### config.mk
export PLATFORM = sky130hd
export DESIGN_NAME = spi_lcd_rx
export DESIGN_NICKNAME = d
export VERILOG_FILES = /design/src/rtl/spi_lcd_pkg.sv /design/src/rtl/spi_rx_shift.sv /design/src/rtl/spi_lcd_rx.sv
export SDC_FILE = /design/constraint.sdc
export NUM_CORES = 1
export LEC_CHECK = 0
export BUFFER_PORTS_ARGS = -buffer_cell sky130_fd_sc_hd__clkbuf_2
export CAP_MARGIN = 0
export CORE_MARGIN = 2
export CORE_UTILIZATION = 55
export CTS_CLUSTER_SIZE = 14
export DETAILED_ROUTE_END_ITERATION = 10
export PLACE_DENSITY = 0.85
export SLEW_MARGIN = 10
export SYNTH_ARGS = -nofsm -noshare
export SYNTH_HDL_FRONTEND = slang
export SYNTH_SLANG_ARGS = --single-unit
### constraint.sdc
create_clock -name clk -period 4.1 [get_ports clk]
set_input_delay 1.23 -clock clk [delete_from_list [all_inputs] [get_ports clk]]
set_output_delay 1.23 -clock clk [all_outputs]
set_load 0.05 [all_outputs]
### src/rtl/spi_lcd_pkg.sv
// Shared opcodes, widths and decoder state encoding for the SPI LCD receiver.
package spi_lcd_pkg;

  localparam int unsigned BYTE_W    = 8;
  localparam int unsigned BIT_CNT_W = 3;

  localparam logic [BYTE_W-1:0] CMD_SLPIN   = 8'h10;
  localparam logic [BYTE_W-1:0] CMD_SLPOUT  = 8'h11;
  localparam logic [BYTE_W-1:0] CMD_DISPOFF = 8'h28;
  localparam logic [BYTE_W-1:0] CMD_DISPON  = 8'h29;
  localparam logic [BYTE_W-1:0] CMD_COLMOD  = 8'h3A;
  localparam logic [BYTE_W-1:0] CMD_RAMWR   = 8'h2C;

  typedef enum logic [1:0] {
    D_IDLE       = 2'd0,
    D_COLMOD_ARG = 2'd1,
    D_RAM_HI     = 2'd2,
    D_RAM_LO     = 2'd3
  } dec_state_e;

endpackage

### src/rtl/spi_rx_shift.sv
// Synchronises the raw SPI pins into clk and assembles MSB-first bytes tagged
// with the dc level seen on the final bit.
module spi_rx_shift
  import spi_lcd_pkg::*;
#(
  parameter int unsigned SYNC_STAGES = 2
) (
  input  logic              clk,
  input  logic              reset,
  input  logic              cs_i,
  input  logic              scl_i,
  input  logic              sda_i,
  input  logic              dc_i,
  output logic [BYTE_W-1:0] rx_byte_o,
  output logic              rx_dc_o,
  output logic              rx_valid_o,
  output logic              cs_sync_o
);

  // Pin order inside each synchroniser stage: {cs, scl, sda, dc}; cs idles high.
  localparam logic [3:0] PINS_IDLE = 4'b1000;

  logic [SYNC_STAGES-1:0][3:0] sync_q, sync_d;
  logic                        scl_prev_q, scl_prev_d;
  logic [BYTE_W-2:0]           shreg_q, shreg_d;
  logic [BIT_CNT_W-1:0]        bit_cnt_q, bit_cnt_d;
  logic [BYTE_W-1:0]           rx_byte_q, rx_byte_d;
  logic                        rx_dc_q, rx_dc_d;
  logic                        rx_valid_q, rx_valid_d;

  logic cs_s, scl_s, sda_s, dc_s, scl_rise;

  assign {cs_s, scl_s, sda_s, dc_s} = sync_q[SYNC_STAGES-1];
  assign scl_rise = scl_s & ~scl_prev_q;

  always_comb begin
    sync_d     = {sync_q[SYNC_STAGES-2:0], {cs_i, scl_i, sda_i, dc_i}};
    scl_prev_d = scl_s;
    shreg_d    = shreg_q;
    bit_cnt_d  = bit_cnt_q;
    rx_byte_d  = rx_byte_q;
    rx_dc_d    = rx_dc_q;
    rx_valid_d = 1'b0;

    // A deselected bus drops any partial byte without reporting it.
    if (cs_s) begin
      shreg_d   = '0;
      bit_cnt_d = '0;
    end else if (scl_rise) begin
      shreg_d = {shreg_q[BYTE_W-3:0], sda_s};
      if (bit_cnt_q == BIT_CNT_W'(BYTE_W - 1)) begin
        rx_byte_d  = {shreg_q, sda_s};
        rx_dc_d    = dc_s;
        rx_valid_d = 1'b1;
        bit_cnt_d  = '0;
      end else begin
        bit_cnt_d = bit_cnt_q + BIT_CNT_W'(1);
      end
    end
  end

  always_ff @(posedge clk or posedge reset) begin
    if (reset) begin
      sync_q     <= {SYNC_STAGES{PINS_IDLE}};
      scl_prev_q <= 1'b0;
      shreg_q    <= '0;
      bit_cnt_q  <= '0;
      rx_byte_q  <= '0;
      rx_dc_q    <= 1'b0;
      rx_valid_q <= 1'b0;
    end else begin
      sync_q     <= sync_d;
      scl_prev_q <= scl_prev_d;
      shreg_q    <= shreg_d;
      bit_cnt_q  <= bit_cnt_d;
      rx_byte_q  <= rx_byte_d;
      rx_dc_q    <= rx_dc_d;
      rx_valid_q <= rx_valid_d;
    end
  end

  assign rx_byte_o  = rx_byte_q;
  assign rx_dc_o    = rx_dc_q;
  assign rx_valid_o = rx_valid_q;
  assign cs_sync_o  = cs_s;

endmodule

### src/rtl/spi_lcd_rx.sv
// SPI mode-0 LCD receiver: byte capture plus ST7789-style command decode and
// RGB565 pixel pairing during memory write.
module spi_lcd_rx
  import spi_lcd_pkg::*;
#(
  parameter int unsigned SYNC_STAGES = 2,
  parameter int unsigned PIX_CNT_W   = 17
) (
  input  logic                 clk,
  input  logic                 reset,
  input  logic                 cs,
  input  logic                 scl,
  input  logic                 sda,
  input  logic                 dc,
  output logic [BYTE_W-1:0]    rx_byte,
  output logic                 rx_dc,
  output logic                 rx_valid,
  output logic                 awake,
  output logic                 disp_on,
  output logic [BYTE_W-1:0]    colmod,
  output logic                 ram_wr,
  output logic [2*BYTE_W-1:0]  pixel,
  output logic                 pixel_valid,
  output logic [PIX_CNT_W-1:0] pixel_cnt,
  output logic                 cmd_err,
  output logic                 data_err
);

  logic [BYTE_W-1:0] rx_byte_w;
  logic              rx_dc_w, rx_valid_w, cs_sync_w;

  spi_rx_shift #(
    .SYNC_STAGES (SYNC_STAGES)
  ) u_shift (
    .clk        (clk),
    .reset      (reset),
    .cs_i       (cs),
    .scl_i      (scl),
    .sda_i      (sda),
    .dc_i       (dc),
    .rx_byte_o  (rx_byte_w),
    .rx_dc_o    (rx_dc_w),
    .rx_valid_o (rx_valid_w),
    .cs_sync_o  (cs_sync_w)
  );

  dec_state_e          state_q, state_d;
  logic                awake_q, awake_d;
  logic                disp_on_q, disp_on_d;
  logic [BYTE_W-1:0]   colmod_q, colmod_d;
  logic                ram_wr_q, ram_wr_d;
  logic [BYTE_W-1:0]   hi_q, hi_d;
  logic [2*BYTE_W-1:0] pixel_q, pixel_d;
  logic                pixel_valid_q, pixel_valid_d;
  logic [PIX_CNT_W-1:0] pixel_cnt_q, pixel_cnt_d;
  logic                cmd_err_q, cmd_err_d;
  logic                data_err_q, data_err_d;

  always_comb begin
    state_d       = state_q;
    awake_d       = awake_q;
    disp_on_d     = disp_on_q;
    colmod_d      = colmod_q;
    ram_wr_d      = ram_wr_q;
    hi_d          = hi_q;
    pixel_d       = pixel_q;
    pixel_valid_d = 1'b0;
    pixel_cnt_d   = pixel_cnt_q;
    cmd_err_d     = 1'b0;
    data_err_d    = 1'b0;

    if (rx_valid_w && !rx_dc_w) begin
      // Commands are honoured from any state and abort pending arguments.
      state_d  = D_IDLE;
      ram_wr_d = 1'b0;
      case (rx_byte_w)
        CMD_SLPOUT:  awake_d   = 1'b1;
        CMD_SLPIN:   awake_d   = 1'b0;
        CMD_DISPON:  disp_on_d = 1'b1;
        CMD_DISPOFF: disp_on_d = 1'b0;
        CMD_COLMOD:  state_d   = D_COLMOD_ARG;
        CMD_RAMWR: begin
          ram_wr_d    = 1'b1;
          pixel_cnt_d = '0;
          state_d     = D_RAM_HI;
        end
        default:     cmd_err_d = 1'b1;
      endcase
    end else if (rx_valid_w) begin
      case (state_q)
        D_COLMOD_ARG: begin
          colmod_d = rx_byte_w;
          state_d  = D_IDLE;
        end
        D_RAM_HI: begin
          hi_d    = rx_byte_w;
          state_d = D_RAM_LO;
        end
        D_RAM_LO: begin
          pixel_d       = {hi_q, rx_byte_w};
          pixel_valid_d = 1'b1;
          if (pixel_cnt_q != {PIX_CNT_W{1'b1}}) begin
            pixel_cnt_d = pixel_cnt_q + PIX_CNT_W'(1);
          end
          state_d = D_RAM_HI;
        end
        default: data_err_d = 1'b1;
      endcase
    end else if (cs_sync_w && state_q == D_RAM_LO) begin
      // Frame ended between the two bytes of a pixel: drop the high byte.
      state_d = D_RAM_HI;
    end
  end

  always_ff @(posedge clk or posedge reset) begin
    if (reset) begin
      state_q       <= D_IDLE;
      awake_q       <= 1'b0;
      disp_on_q     <= 1'b0;
      colmod_q      <= '0;
      ram_wr_q      <= 1'b0;
      hi_q          <= '0;
      pixel_q       <= '0;
      pixel_valid_q <= 1'b0;
      pixel_cnt_q   <= '0;
      cmd_err_q     <= 1'b0;
      data_err_q    <= 1'b0;
    end else begin
      state_q       <= state_d;
      awake_q       <= awake_d;
      disp_on_q     <= disp_on_d;
      colmod_q      <= colmod_d;
      ram_wr_q      <= ram_wr_d;
      hi_q          <= hi_d;
      pixel_q       <= pixel_d;
      pixel_valid_q <= pixel_valid_d;
      pixel_cnt_q   <= pixel_cnt_d;
      cmd_err_q     <= cmd_err_d;
      data_err_q    <= data_err_d;
    end
  end

  assign rx_byte     = rx_byte_w;
  assign rx_dc       = rx_dc_w;
  assign rx_valid    = rx_valid_w;
  assign awake       = awake_q;
  assign disp_on     = disp_on_q;
  assign colmod      = colmod_q;
  assign ram_wr      = ram_wr_q;
  assign pixel       = pixel_q;
  assign pixel_valid = pixel_valid_q;
  assign pixel_cnt   = pixel_cnt_q;
  assign cmd_err     = cmd_err_q;
  assign data_err    = data_err_q;

endmodule

# --- After elaboration in Yosys (flattened, before gate mapping) ---
# Cells that the tools add are included.
op_classes:
  reduce_logical: 20
  bitwise: 4
  mux: 29
  eq_ne: 13
  add_sub_neg: 2
op_table:
  columns: ["cell", "n"]
  rows:
  - ["$mux 17", 5]
  - ["$eq 8x6->1 const B", 4]
  - ["$add 17x1->17 const B", 1]
  - ["$ne 17x17->1 const B", 1]
  - ["$eq 8x5->1 const B", 2]
  - ["$mux 7", 2]
  - ["$mux 1", 12]
  - ["$reduce_and 3->1", 4]
  - ["$reduce_bool 2->1", 6]
  - ["$mux 3", 3]
  - ["$mux 2", 3]
  - ["$pmux 2 s3", 1]
  - ["$reduce_and 2->1", 3]
  - ["$reduce_or 6->1", 1]
  - ["$ne 5x5->1 const B", 1]
  - ["$eq 2x2->1 const B", 2]
  - ["$pmux 1 s2", 2]
  - ["$pmux 2 s2", 1]
  - ["$reduce_and 4->1", 1]
  - ["$add 3x1->3 const B", 1]
  - ["$eq 3x3->1 const B", 1]
  - ["$not 1->1", 3]
  - ["$reduce_bool 3->1", 1]
  - ["$reduce_or 3->1", 1]
  - ["other kinds (5)", 6]
totals:
  output_inout_bits: 57
  wordCells: 87
  regBits: 86
  inputBits: 6

# --- Longest topological paths before layout ---
# Gate-level depths: netlist of run 1.
depth:
  ltp_word: 5
  depth_mapped: 9
  ltp_nobuf: 8

# --- Cells and area by module ---
# Synthesis of run 1 repeated with hierarchy kept, for this count alone.
hier_totals:
  hier_cells: 319
  hier_area_um2: 3514.6
by_module_without_submodules:
  columns: ["mod", "cells_each", "seq_area_each_um2", "area_each_um2", "n_inst"]
  rows:
  - ["spi_lcd_rx", 241, 1426.4, 2469.9, 1]
  - ["spi_rx_shift", 78, 728.2, 1044.8, 1]

# --- Least setup slack after synthesis of run 1 ---
# Ideal clock, no wire load.
synth_timing:
  kind: "register -> register"
  startpoint: "register pixel_cnt_q[8], in the netlist pixel_cnt[8]"
  endpoint: "register pixel_cnt_q[11], in the netlist pixel_cnt[11]"
  path_stages_with_launch: 10
  required_time_ns: 3.979
  setup_slack_ns: 1.561
  n_path_buf: 1
  arrival_time_ns: 2.417
  setup_ns: 0.121
  period_less_slack_ns: 2.539
  cell_sequence: "dfrtp_1 > nand4_1 > or3_1 > nor3_1 > ha_1 > nand4b_1 > clkbuf_1 > nor4_1 > xnor2_1 > nor2_1"
synth_between:
  elab_chain_cells: 5
  elab_cells_between_ends: 8
  classes_between: "1 x add/sub; 1 x eq/ne; 4 x mux; 2 x reduce/logical"
synth_rtl:
  columns: ["element", "line", "text"]
  rows:
  - ["start, declared", "spi_lcd_rx.sv:55", "logic [PIX_CNT_W-1:0] pixel_cnt_q, pixel_cnt_d;"]
  - ["start signal, assigned", "spi_lcd_rx.sv:137", "pixel_cnt_q <= pixel_cnt_d;"]
  - ["$add 17x1->17", "spi_lcd_rx.sv:103", "pixel_cnt_d = pixel_cnt_q + PIX_CNT_W'(1);"]
  - ["$mux 17", "spi_lcd_rx.sv:102", "if (pixel_cnt_q != {PIX_CNT_W{1'b1}}) begin"]
  - ["$mux 17", "spi_lcd_rx.sv:90", "case (state_q)"]
  - ["$mux 17", "spi_lcd_rx.sv:89", "end else if (rx_valid_w) begin"]
  - ["$mux 17", "spi_lcd_rx.sv:72", "if (rx_valid_w && !rx_dc_w) begin"]
# Several ways; a longest one is shown, not always the timed one. The select of a mux whose other input is x is not followed.
# A chain may end at the register's enable or synchronous reset.

# --- Worst setup path in the final report of run 1 ---
layout_timing:
  startpoint: "register pixel_cnt_q[7], in the netlist pixel_cnt[7]"
  endpoint: "register pixel_cnt_q[13], in the netlist pixel_cnt[13]"
# Same word-level chain as after synthesis.

==> results of run 1 <==
[final cells by class]
type                    count  area [µm²]
repair buffers             66         340
fillers                   476        2150
clock buffers              12         155
flip-flops and latches     86        2150
inverters                   6        23.8
clock inverters             4        55.1
multi-input cells         180        1300
well taps                  77        96.3
[state kept, by name, indices dropped and copies added, names as in the netlist, 2 cells and up]
register           cells
u_shift.rx_byte_o      8
u_shift.shreg_q        7
state_q                2
u_shift.bit_cnt_q      3
colmod                 8
u_shift.sync_d         4
hi_q                   8
pixel                 16
pixel_cnt             17
[layer usage]
| metal | vias up | wire [µm] | GRT usage |
|---|---|---|---|
| met3 | 8 | 346 | 0.0492 |
| li1 | 1123 | - | - |
| met4 | 0 | 90 | 0.0982 |
| met2 | 76 | 3470 | 0.315 |
| met5 | - | 0 | 0 |
| met1 | 1207 | 2920 | 0.276 |
[per-stage QoR]
stage                     std cells  power (µW)  setup WS, ps  area [µm²]  utilization
after floorplan                 284         892           651        3530            -
after global placement          415         901          1400        3920        0.624
after detailed placement        415         903          1300        3920        0.624
after CTS                       431        1510          1210        4130        0.658
after global routing            431        1550           915        4130        0.658
final                           431        1490          1160        4130        0.658
[worst max-delay path: cells and delay by family (launching register included)]
family,cells,cell delay [ps]
and+or+nand+nor,5,1640
AOI/OAI and AO/OA,2,520
DFF,1,440
adders and majority gates,1,200
[how the worst min path moves through the flow]
stage / startpoint / to / depth (start not counted)
3_5_place_dp: u_shift.sync_d[4]$_DFF_PP0_ / u_shift.dc_s$_DFF_PP0_ / 0
4_1_cts: u_shift.sync_d[4]$_DFF_PP0_ / u_shift.dc_s$_DFF_PP0_ / 0
2_1_floorplan: u_shift.sync_d[4]$_DFF_PP0_ / u_shift.dc_s$_DFF_PP0_ / 0
5_1_grt: u_shift.sync_d[4]$_DFF_PP0_ / u_shift.dc_s$_DFF_PP0_ / 0
6_report: u_shift.sync_d[4]$_DFF_PP0_ / u_shift.dc_s$_DFF_PP0_ / 0
3_3_place_gp: u_shift.sync_d[5]$_DFF_PP0_ / u_shift.sda_s$_DFF_PP0_ / 0
[cell usage in the layout, fill, tap and decap left out, types with 2 or more instances in the layout]
cell       n
nor4_1     6
nor2b_1    2
buf_4      4
clkbuf_8  11
a21oi_1   14
o21ai_0    3
o21a_1     3
nand2_1   30
o211ai_1   2
xnor2_1    9
dfstp_2    2
nor3_1     6
nand3_1   13
clkinv_4   2
nand4_1    2
nand4b_1   3
xor2_1     2
nor2_1    16
clkbuf_2  62
dfrtp_1   84
inv_1      5
ha_1       8
mux2_2    43
nor3b_1    2
or3_1      3
[power by group through the flow]
stage          clock [µW]  combinational [µW]  sequential (µW)
5_1_grt               655                30.8              860
4_1_cts               620                26.8              859
3_5_place_dp            0                26.8              876
2_1_floorplan           0                19.1              873
6_report              607                25.1              859
3_3_place_gp            0                26.3              875
[kinds of logic (layout without fill, tap and decap cells)]
logic type / after synthesis / in the layout / share of synthesized area
and+or+nand+nor: 92 / 92 / 0.132
DFF: 86 / 86 / 0.610
adders and majority gates: 8 / 8 / 0.0283
xor gates and xnor gates: 11 / 11 / 0.0273
AOI/OAI and AO/OA: 26 / 26 / 0.0443
buffers and inverters: 18 / 88 / 0.0209
muxes: 43 / 43 / 0.137
==> summary.md, run 1 <==
| Metric | Value |
|---|---|
| Crit-path max cell delay | `620 ps` |
| Logic pwr share | `0.017` |
| Top cells by area, synth | `dfrtp_1, mux2_2, nand2_1` |
| Crit Path Category | `flip-flop to flip-flop` |
| Reg2Reg Setup Slack | `1160 ps` |
| Startpoint Class | `flip-flop` |
| CP arrival | `3160 ps` |
| Max transition margin | `0.420` |
| Gpl congestion | `0.829` |
| Clk_lat worst skew | `350 ps` |
| Cells along the critical path | `nand4_1, or3_1, nor3_1, ha_1, nand4b_1, or3_1, o311ai_0, o41ai_1` |
| Max Cap Viol | `0` |
| Hold buffers post-CTS | `0` |
| Gr usage total | `0.204` |
| Status | `finished, final reports clean` |
| P_leak | `0.00211 µW` |
| Synthesized flop and latch total | `86` |
| Antenna viol nets, final | `0` |
| Share of the synthesized area in the top cell type | `0.595` |
| DIE WIDTH | `84.1 µm` |
| CTS Buf Count | `9` |
| Fin Setup TNS | `0 ps` |
| Switching power | `315 µW` |
| Vias per cell | `5.60` |
| CTS tree | `built` |
| Peak VDD IR | `0.298 mV` |
| Die Ht | `84.1 µm` |
| Pwr dens | `361 nW/µm²` |
| Largest net degree at the start of global routing | `37` |
| Synth cell types | `38` |
| # port buffers | `62` |
| Sequential share of the synthesized area | `0.610` |
| FP Rows | `29` |
| Core Region | `6280 µm²` |
| Max-slew violation count | `0` |
| Final worst path period share | `0.717` |
| Critical Path Start | `pixel_cnt[7]$_DFFE_PP0P_` |
| Average wire per cell in the routed design | `15.8 µm` |
| Maximum clock path buffer count | `2` |
| CP required | `4310 ps` |
| Drt first-iter violations | `180` |
| Root Driver | `clkbuf_8` |
| Syn Inst Count | `284` |
| Syn_nets | `298` |
| Leading area contributor after synthesis | `dfrtp_1` |
| Seq pwr share | `0.576` |
| Vias in the first global route | `2,374` |
| Final setup vio count | `0` |
| Routed WL | `6830 µm` |
| Clock transition at path regs | `80 ps` |
| # H-tree levels | `3` |
| Endpoint class of the critical path | `flip-flop` |
| DP Wirelength | `4810 µm` |
| GRT overflow | `0` |
| Avg Cell Area, Syn | `12.4 µm²` |
| Final period demand of the worst path | `2940 ps` |
| DRC Markers | `0` |
| Drt pass-1 iters | `4` |
| Mapped cell area | `3530 µm²` |
| Slew @ Worst Pin | `867 ps` |
| Most common cell in the synthesized netlist | `dfrtp_1` |
| DR vias | `2,414` |
| Setup Skew | `12.0 ps` |
| R2R Path End | `pixel_cnt[13]$_DFFE_PP0P_` |
| Ys async rst share | `1.00` |
| Cell with the largest stage delay on the worst path | `or3_1` |
| Final #Nets | `363` |
| Unrepaired setup endpoints after global routing | `no` |
| Most common cell on crit path | `or3_1` |
| Ports | `63` |
| PostCTS Resize Cnt | `0` |
| Hold crit path type | `flip-flop to flip-flop` |
| Initial antenna violation count | `0` |
| Final hold slack | `352 ps` |
| Clk pwr share | `0.407` |
| Worst reg2reg path depth | `8` |
| Yosys warning total | `0` |
| Sw Share | `0.211` |
| Fin. Hold Viols | `0` |
| Top post-synthesis cells by count | `dfrtp_1, mux2_2, nand2_1, nor2_1, a21oi_1` |
| Reg2reg start | `pixel_cnt[7]$_DFFE_PP0P_` |
| CTS Sinks | `86` |
| Fmax achieved | `340 MHz` |
| Postcts setup bufs | `0` |
| CP Max Fanout | `13` |
| First-pass GRT wire length | `11,500 µm` |
| Ys flop type | `dfrtp_1` |
| CP endpoint | `pixel_cnt[13]$_DFFE_PP0P_` |
| Int Power | `1180 µW` |
| Fraction of layout cells with a size suffix above 1 | `0.367` |
| Area grow syn2layout | `16.9%` |
| N_diodes | `0` |
| Die Area | `7080 µm²` |
| Initial Utilization | `0.563` |
| Number of flops mapped to enable cells by yosys | `0` |
Note: power is estimated with default switching activity, not from simulation.
==> inputs of run 2 (changes only) <==
- ABC_AREA: not set -> 1
- CORE_UTILIZATION: 55 -> 56
- clock period: 4.1 -> 3 ns (I/O delays scaled with it)
==> run 2 against run 1 <==
Compared with the run above: flip-flop and latch count is the same; clock power up 29%; utilization is 0.18 points higher; count of clock-buffer cells in the layout shrank 1; critical endpoint is now pixel_cnt[8]$_DFFE_PP0P_; largest cell class unchanged; largest power group unchanged.
==> summary.md, run 2 <==
| Metric | Value |
|---|---|
| DR vias | `3,075` |
| Ports | `63` |
| Final WS setup | `796 ps` |
| Post-synthesis xor/xnor area fraction | `0.00455` |
| Gr usage total | `0.230` |
| Endpoint class of the critical path | `flip-flop` |
| Number of flops mapped to enable cells by yosys | `0` |
| Root Driver | `clkbuf_8` |
| Fraction of layout cells with a size suffix above 1 | `0.228` |
| CP endpoint | `pixel_cnt[8]$_DFFE_PP0P_` |
| Vias per cell | `5.27` |
| Top cells by area, synth | `dfrtp_1, nand2_1, inv_1` |
| Vias in the first global route | `2,880` |
| Status | `finished, final reports clean` |
| Mux contribution to synthesized area | `0` |
| Ys flop type | `dfrtp_1` |
| Routed WL | `7980 µm` |
| CTS Buf Count | `9` |
| Pre-CTS WS | `855 ps` |
| # H-tree levels | `3` |
| Clk_lat worst skew | `350 ps` |
| Synth Area in Compound Gates | `0.0925` |
| Fmax achieved | `454 MHz` |
| Total power | `2000 µW` |
| Max-slew violation count | `0` |
| Initial antenna violation count | `0` |
| Commonest non-fill, non-tap cell in the layout | `nand2_1` |
| GRT overflow | `0` |
| Mapped cell area | `3850 µm²` |
| Critical Path Start | `pixel_cnt[1]$_DFFE_PP0P_` |
| Fin. Hold Viols | `0` |
| PostCTS Resize Cnt | `0` |
| Drt first-iter violations | `141` |
| Final worst path period share | `0.735` |
| Max reg flops | `17` |
| N_diodes | `0` |
| Worst reg2reg path depth | `12` |
| Final period demand of the worst path | `2200 ps` |
| Max transition margin | `0.620` |
| Largest net degree at the start of global routing | `40` |
| CP Max Fanout | `19` |
| Max Cap Viol | `0` |
| Yosys warning total | `0` |
| Drt pass-1 iters | `5` |
| FP Rows | `30` |
| CTS tree | `built` |
| DIE WIDTH | `87.0 µm` |
| CP arrival | `2470 ps` |
| Post-synthesis adder-cell area fraction | `0.0260` |
| Clock transition at path regs | `90 ps` |
| Initial Utilization | `0.574` |
| Most common cell in the synthesized netlist | `nand2_1` |
| Setup Skew | `11.3 ps` |
| Final #Nets | `515` |
| Hold buffers post-CTS | `0` |
| Antenna viol nets, final | `0` |
| Post-synthesis simple-gate area fraction | `0.248` |
| Crit Path Category | `flip-flop to flip-flop` |
| Syn Inst Count | `433` |
| Syn_nets | `447` |
| Core Region | `6720 µm²` |
| CTS Sinks | `86` |
| Avg Cell Area, Syn | `8.90 µm²` |
| Final Core Density | `0.660` |
| Postcts setup bufs | `0` |
| Gpl congestion | `0.890` |
| Unrepaired setup endpoints after global routing | `no` |
| Largest family of logic cells by synthesized area | `simple AND/OR/NAND/NOR gates` |
| Final setup vio count | `0` |
| First-pass GRT wire length | `13,400 µm` |
| Ys async rst share | `1.00` |
| Reg2reg start | `pixel_cnt[1]$_DFFE_PP0P_` |
| Reg2Reg Setup Slack | `800 ps` |
| Area grow syn2layout | `15.0%` |
| Share of the synthesized area in the top cell type | `0.545` |
| Hold crit path type | `flip-flop to flip-flop` |
| Cell with the largest stage delay on the worst path | `dfrtp_1` |
| Leading area contributor after synthesis | `dfrtp_1` |
| Peak VDD IR | `0.323 mV` |
| Fin Setup TNS | `0 ps` |
| # port buffers | `62` |
| R2R Path End | `pixel_cnt[8]$_DFFE_PP0P_` |
| Pwr dens | `451 nW/µm²` |
| DRC Markers | `0` |
| CP required | `3270 ps` |
| Synthesized flop and latch total | `86` |
| DP Wirelength | `5750 µm` |
| Maximum clock path buffer count | `2` |
| Commonest non-fill, non-tap cells in the layout | `nand2_1, dfrtp_1, clkbuf_2` |
| Filler instances | `553` |
| P_leak | `0.00237 µW` |
| Synth cell types | `33` |
| Crit-path max cell delay | `420 ps` |
| Cells along the critical path | `ha_1, nand2_1, nor2_4, nand3_1, nor3_1, ha_1, inv_1, nand2_4, nand2_8, inv_2, nand2_1, o21ai_1` |
| Top post-synthesis cells by count | `nand2_1, dfrtp_1, inv_1, o21ai_0, nor2_1` |
| Die Ht | `87.0 µm` |
| Footprint of the multi-input gates | `1430 µm²` |
| Sequential share of the synthesized area | `0.559` |
| Die Area | `7560 µm²` |
| Average wire per cell in the routed design | `13.7 µm` |
| Slew @ Worst Pin | `569 ps` |
| Sequential Area | `2150 µm²` |
| Startpoint Class | `flip-flop` |
-- run 2: changes by cell type after synthesis, sizes merged, moves of 5 or more --
cell,change
nand2,+117
inv,+50
mux2,-43
o21ai,+37
nor2,+20
xnor2,-9
a21oi,-8
a22oi,+6
clkbuf,-6
nor4,-6
nand3,+5
-- run 2: layout make-up --
type,count,share of cell area
Timing Repair Buffer,65,0.0779
Multi-Input combinational cell,283,0.323
Clock inverter,3,0.0104
Tap cell,80,0.0226
Inverter,56,0.0483
Clock buffer,11,0.0319
Sequential cell,86,0.486
-- run 2: layer usage --
layer	up-vias	GRT usage	wire, µm
met2	96	0.355	3900
li1	1506	-	-
met3	17	0.0455	466
met5	-	0	0
met4	0	0.105	161
met1	1456	0.315	3450
-- run 2: kinds of logic after synthesis --
group	count (synthesis)
xor gates and xnor gates	2
DFF	86
AOI/OAI and AO/OA	61
adders and majority gates	8
and+or+nand+nor	212
buffers and inverters	64
-- run 2: stage by stage --
stage | cell area, µm² | std cells | hold slack [ps]
after floorplan | 3860 | 433 | 331
after global placement | 4240 | 570 | 332
after detailed placement | 4240 | 570 | 339
after CTS | 4430 | 584 | 358
after global routing | 4430 | 584 | 362
final | 4430 | 584 | 357
-- run 2: report_power, final --
| group | internal [µW] | switching, µW | leakage, µW |
|---|---|---|---|
| sequential | 1170 | 4.99 | 0.00118 |
| combinational | 10.4 | 31.2 | 0.00110 |
| clock | 400 | 384 | 0.0000915 |
-- run 2: worst min path at each step --
stage                     cells after the start                   startpoint                       to  slack, ps
after detailed placement                      0  u_shift.sync_d[5]$_DFF_PP0_  u_shift.sda_s$_DFF_PP0_        340
after floorplan                               0  u_shift.sync_d[4]$_DFF_PP0_   u_shift.dc_s$_DFF_PP0_        330
after CTS                                     0  u_shift.sync_d[5]$_DFF_PP0_  u_shift.sda_s$_DFF_PP0_        360
after global routing                          0  u_shift.sync_d[5]$_DFF_PP0_  u_shift.sda_s$_DFF_PP0_        360
after global placement                        0  u_shift.sync_d[4]$_DFF_PP0_   u_shift.dc_s$_DFF_PP0_        330
final                                         0  u_shift.sync_d[5]$_DFF_PP0_  u_shift.sda_s$_DFF_PP0_        360
-- run 2: worst max-delay path, delay by kind of cell (launching register included) --
kind	cells	cell delay [ps]
flops	1	420
buf+inv	2	250
compound gates	1	90
fa+ha+maj	2	400
simple gates	7	980
==> inputs of run 3 (changes only) <==
- ABC_AREA: 1 -> 0
- CORE_UTILIZATION: 56 -> 50
- PLACE_DENSITY: 0.85 -> 0.81
- clock period: 3 -> 1.9 ns (I/O delays scaled with it)
==> run 3 against run 2 <==
Compared with the run above: the flow now finishes with violations (setup timing); utilization up 1.8 points; register-to-register slack worse by 1100 ps; hold slack worse by 68 ps; worst setup slack worse by 1100 ps; clock power up 53%; count of clock-buffer cells in the layout up 1.
==> summary.md, run 3 (synthesis gave the netlist of run 1 again) <==
| Metric | Value |
|---|---|
| CP endpoint | `pixel_cnt[10]$_DFFE_PP0P_` |
| Worst reg2reg path depth | `10` |
| Pre-CTS WS | `-165 ps` |
| Commonest non-fill, non-tap cell in the layout | `dfrtp_1` |
| Hold crit path type | `input pin to flip-flop` |
| Routed WL | `7860 µm` |
| Startpoint Class | `flip-flop` |
| CTS Sinks | `86` |
| Status | `complete, but fails checks` |
| Ports | `63` |
| CP arrival | `2440 ps` |
| Finished Cell Area | `4630 µm²` |
| Crit Path Category | `flip-flop to flip-flop` |
| Antenna viol nets, final | `0` |
| Clk_lat worst skew | `360 ps` |
| Die Ht | `88.1 µm` |
| Average wire per cell in the routed design | `16.0 µm` |
| Fin. Hold Viols | `0` |
| Max transition margin | `0.594` |
| CTS Buf Count | `9` |
| Met2 WL | `4010 µm` |
| DR WL met3 | `361 µm` |
| Final setup vio count | `17` |
| Commonest non-fill, non-tap cells in the layout | `dfrtp_1, clkbuf_2, mux2_2` |
| Fraction of layout cells with a size suffix above 1 | `0.503` |
| Failing checks | `setup timing` |
| DIE WIDTH | `88.1 µm` |
| Max reg flops | `17` |
| N_diodes | `0` |
| DP Wirelength | `5020 µm` |
| Root Driver | `clkbuf_8` |
| DP Area | `4230 µm²` |
| Filler instances | `499` |
| Reg2Reg Setup Slack | `-300 ps` |
| P_leak | `0.00239 µW` |
| Vias per cell | `5.41` |
| Top Layer Used | `met4` |
| Endpoint class of the critical path | `flip-flop` |
| Unrepaired setup endpoints after global routing | `yes` |
| DR vias | `2,651` |
| Gpl congestion | `0.863` |
| Hold buffers post-CTS | `0` |
| Initial antenna violation count | `0` |
| Slew @ Worst Pin | `607 ps` |
| Critical Path Start | `pixel_cnt[9]$_DFFE_PP0P_` |
| DRC Markers | `0` |
| Final period demand of the worst path | `2200 ps` |
| Max-slew violation count | `0` |
| Non-filler cells, final | `490` |
| R2R Path End | `pixel_cnt[10]$_DFFE_PP0P_` |
| Final WS setup | `-302 ps` |
| # H-tree levels | `3` |
| Reg2reg start | `pixel_cnt[9]$_DFFE_PP0P_` |
| Initial Utilization | `0.517` |
| Vias in the first global route | `2,539` |
| GRT overflow | `0` |
| Maximum clock path buffer count | `2` |
| Gr usage total | `0.203` |
| Max Cap Viol | `0` |
| Final #Nets | `403` |
| Fmax achieved | `454 MHz` |
| Dpl cells | `465` |
| CP Max Fanout | `4` |
| Min-delay src | `cs` |
| Wire length on met1 | `3330 µm` |
| Clock transition at path regs | `80 ps` |
| CP required | `2140 ps` |
| Final hold slack | `290 ps` |
| First-pass GRT wire length | `12,000 µm` |
| Setup Skew | `12.2 ps` |
| Fin Setup TNS | `-3470 ps` |
| FP Rows | `30` |
| # port buffers | `62` |
| CTS tree | `built` |
| Largest net degree at the start of global routing | `87` |
| Die Area | `7750 µm²` |
| Peak VDD IR | `0.473 mV` |
| Pwr dens | `672 nW/µm²` |
| Final worst path period share | `1.16` |
| Area grow syn2layout | `31.1%` |
| Drt first-iter violations | `228` |
| Drt pass-1 iters | `4` |
| Core Region | `6830 µm²` |
==> run 3: timing repair <==
| action | in CTS | in global routing |
|---|---|---|
| cloned | 0 | 0 |
| endpoints found under the setup margin | 16 | 17 |
| pin swaps | 4 | 16 |
| gates resized for setup | 8 | 22 |
| setup buffers | 3 | 7 |
==> run 3: power by group <==
group	total, µW	leakage [µW]	switching, µW	internal (µW)
combinational	59.2	0.00114	45.2	14.1
clock	1200	0.0000890	649	550
sequential	1850	0.00116	10.1	1840
total	3110	0.00239	704	2410
==> run 3: worst min path at each step <==
stage / end / cells after the start / slack (ps)
3_3_place_gp: u_shift.scl_prev_d$_DFF_PP0_ / 0 / 330
2_1_floorplan: u_shift.dc_s$_DFF_PP0_ / 0 / 330
5_1_grt: u_shift.sync_d[7]$_DFF_PP1_ / 1 / 270
6_report: u_shift.sync_d[7]$_DFF_PP1_ / 1 / 290
3_5_place_dp: u_shift.scl_prev_d$_DFF_PP0_ / 0 / 330
4_1_cts: u_shift.sync_d[7]$_DFF_PP1_ / 1 / 280
==> run 3: metrics by stage <==
step                      power (µW)  utilization
final                           3110        0.678
after global routing            3240        0.678
after CTS                       3130        0.657
after detailed placement        1950        0.619
after global placement          1950        0.619
after floorplan                 1930            -
==> run 3: worst max-delay path, cell delays in order (launching register included) <==
cell,delay [ps]
dfrtp_2,370
nand4_1,130
or3_4,410
nor3_2,170
ha_2,200
nand4b_1,190
buf_4,150
buf_8,120
nor4_4,50
xnor2_1,220
nor2_1,70
==> run 3: layer usage <==
layer / vias to the layer above / global-route usage
li1: 1207 / -
met1: 1351 / 0.267
met2: 76 / 0.323
met3: 17 / 0.0509
met4: 0 / 0.0868
met5: - / 0
==> run 3: area by class of cell <==
type                    instances  area (µm²)  share of cell area
clock buffers                  12         155              0.0335
repair buffers                106         688               0.149
clock inverters                 4        28.8             0.00621
flip-flops and latches         86        2170               0.468
multi-input cells             180        1450               0.313
inverters                       6        26.3             0.00567
well taps                      96         120              0.0259
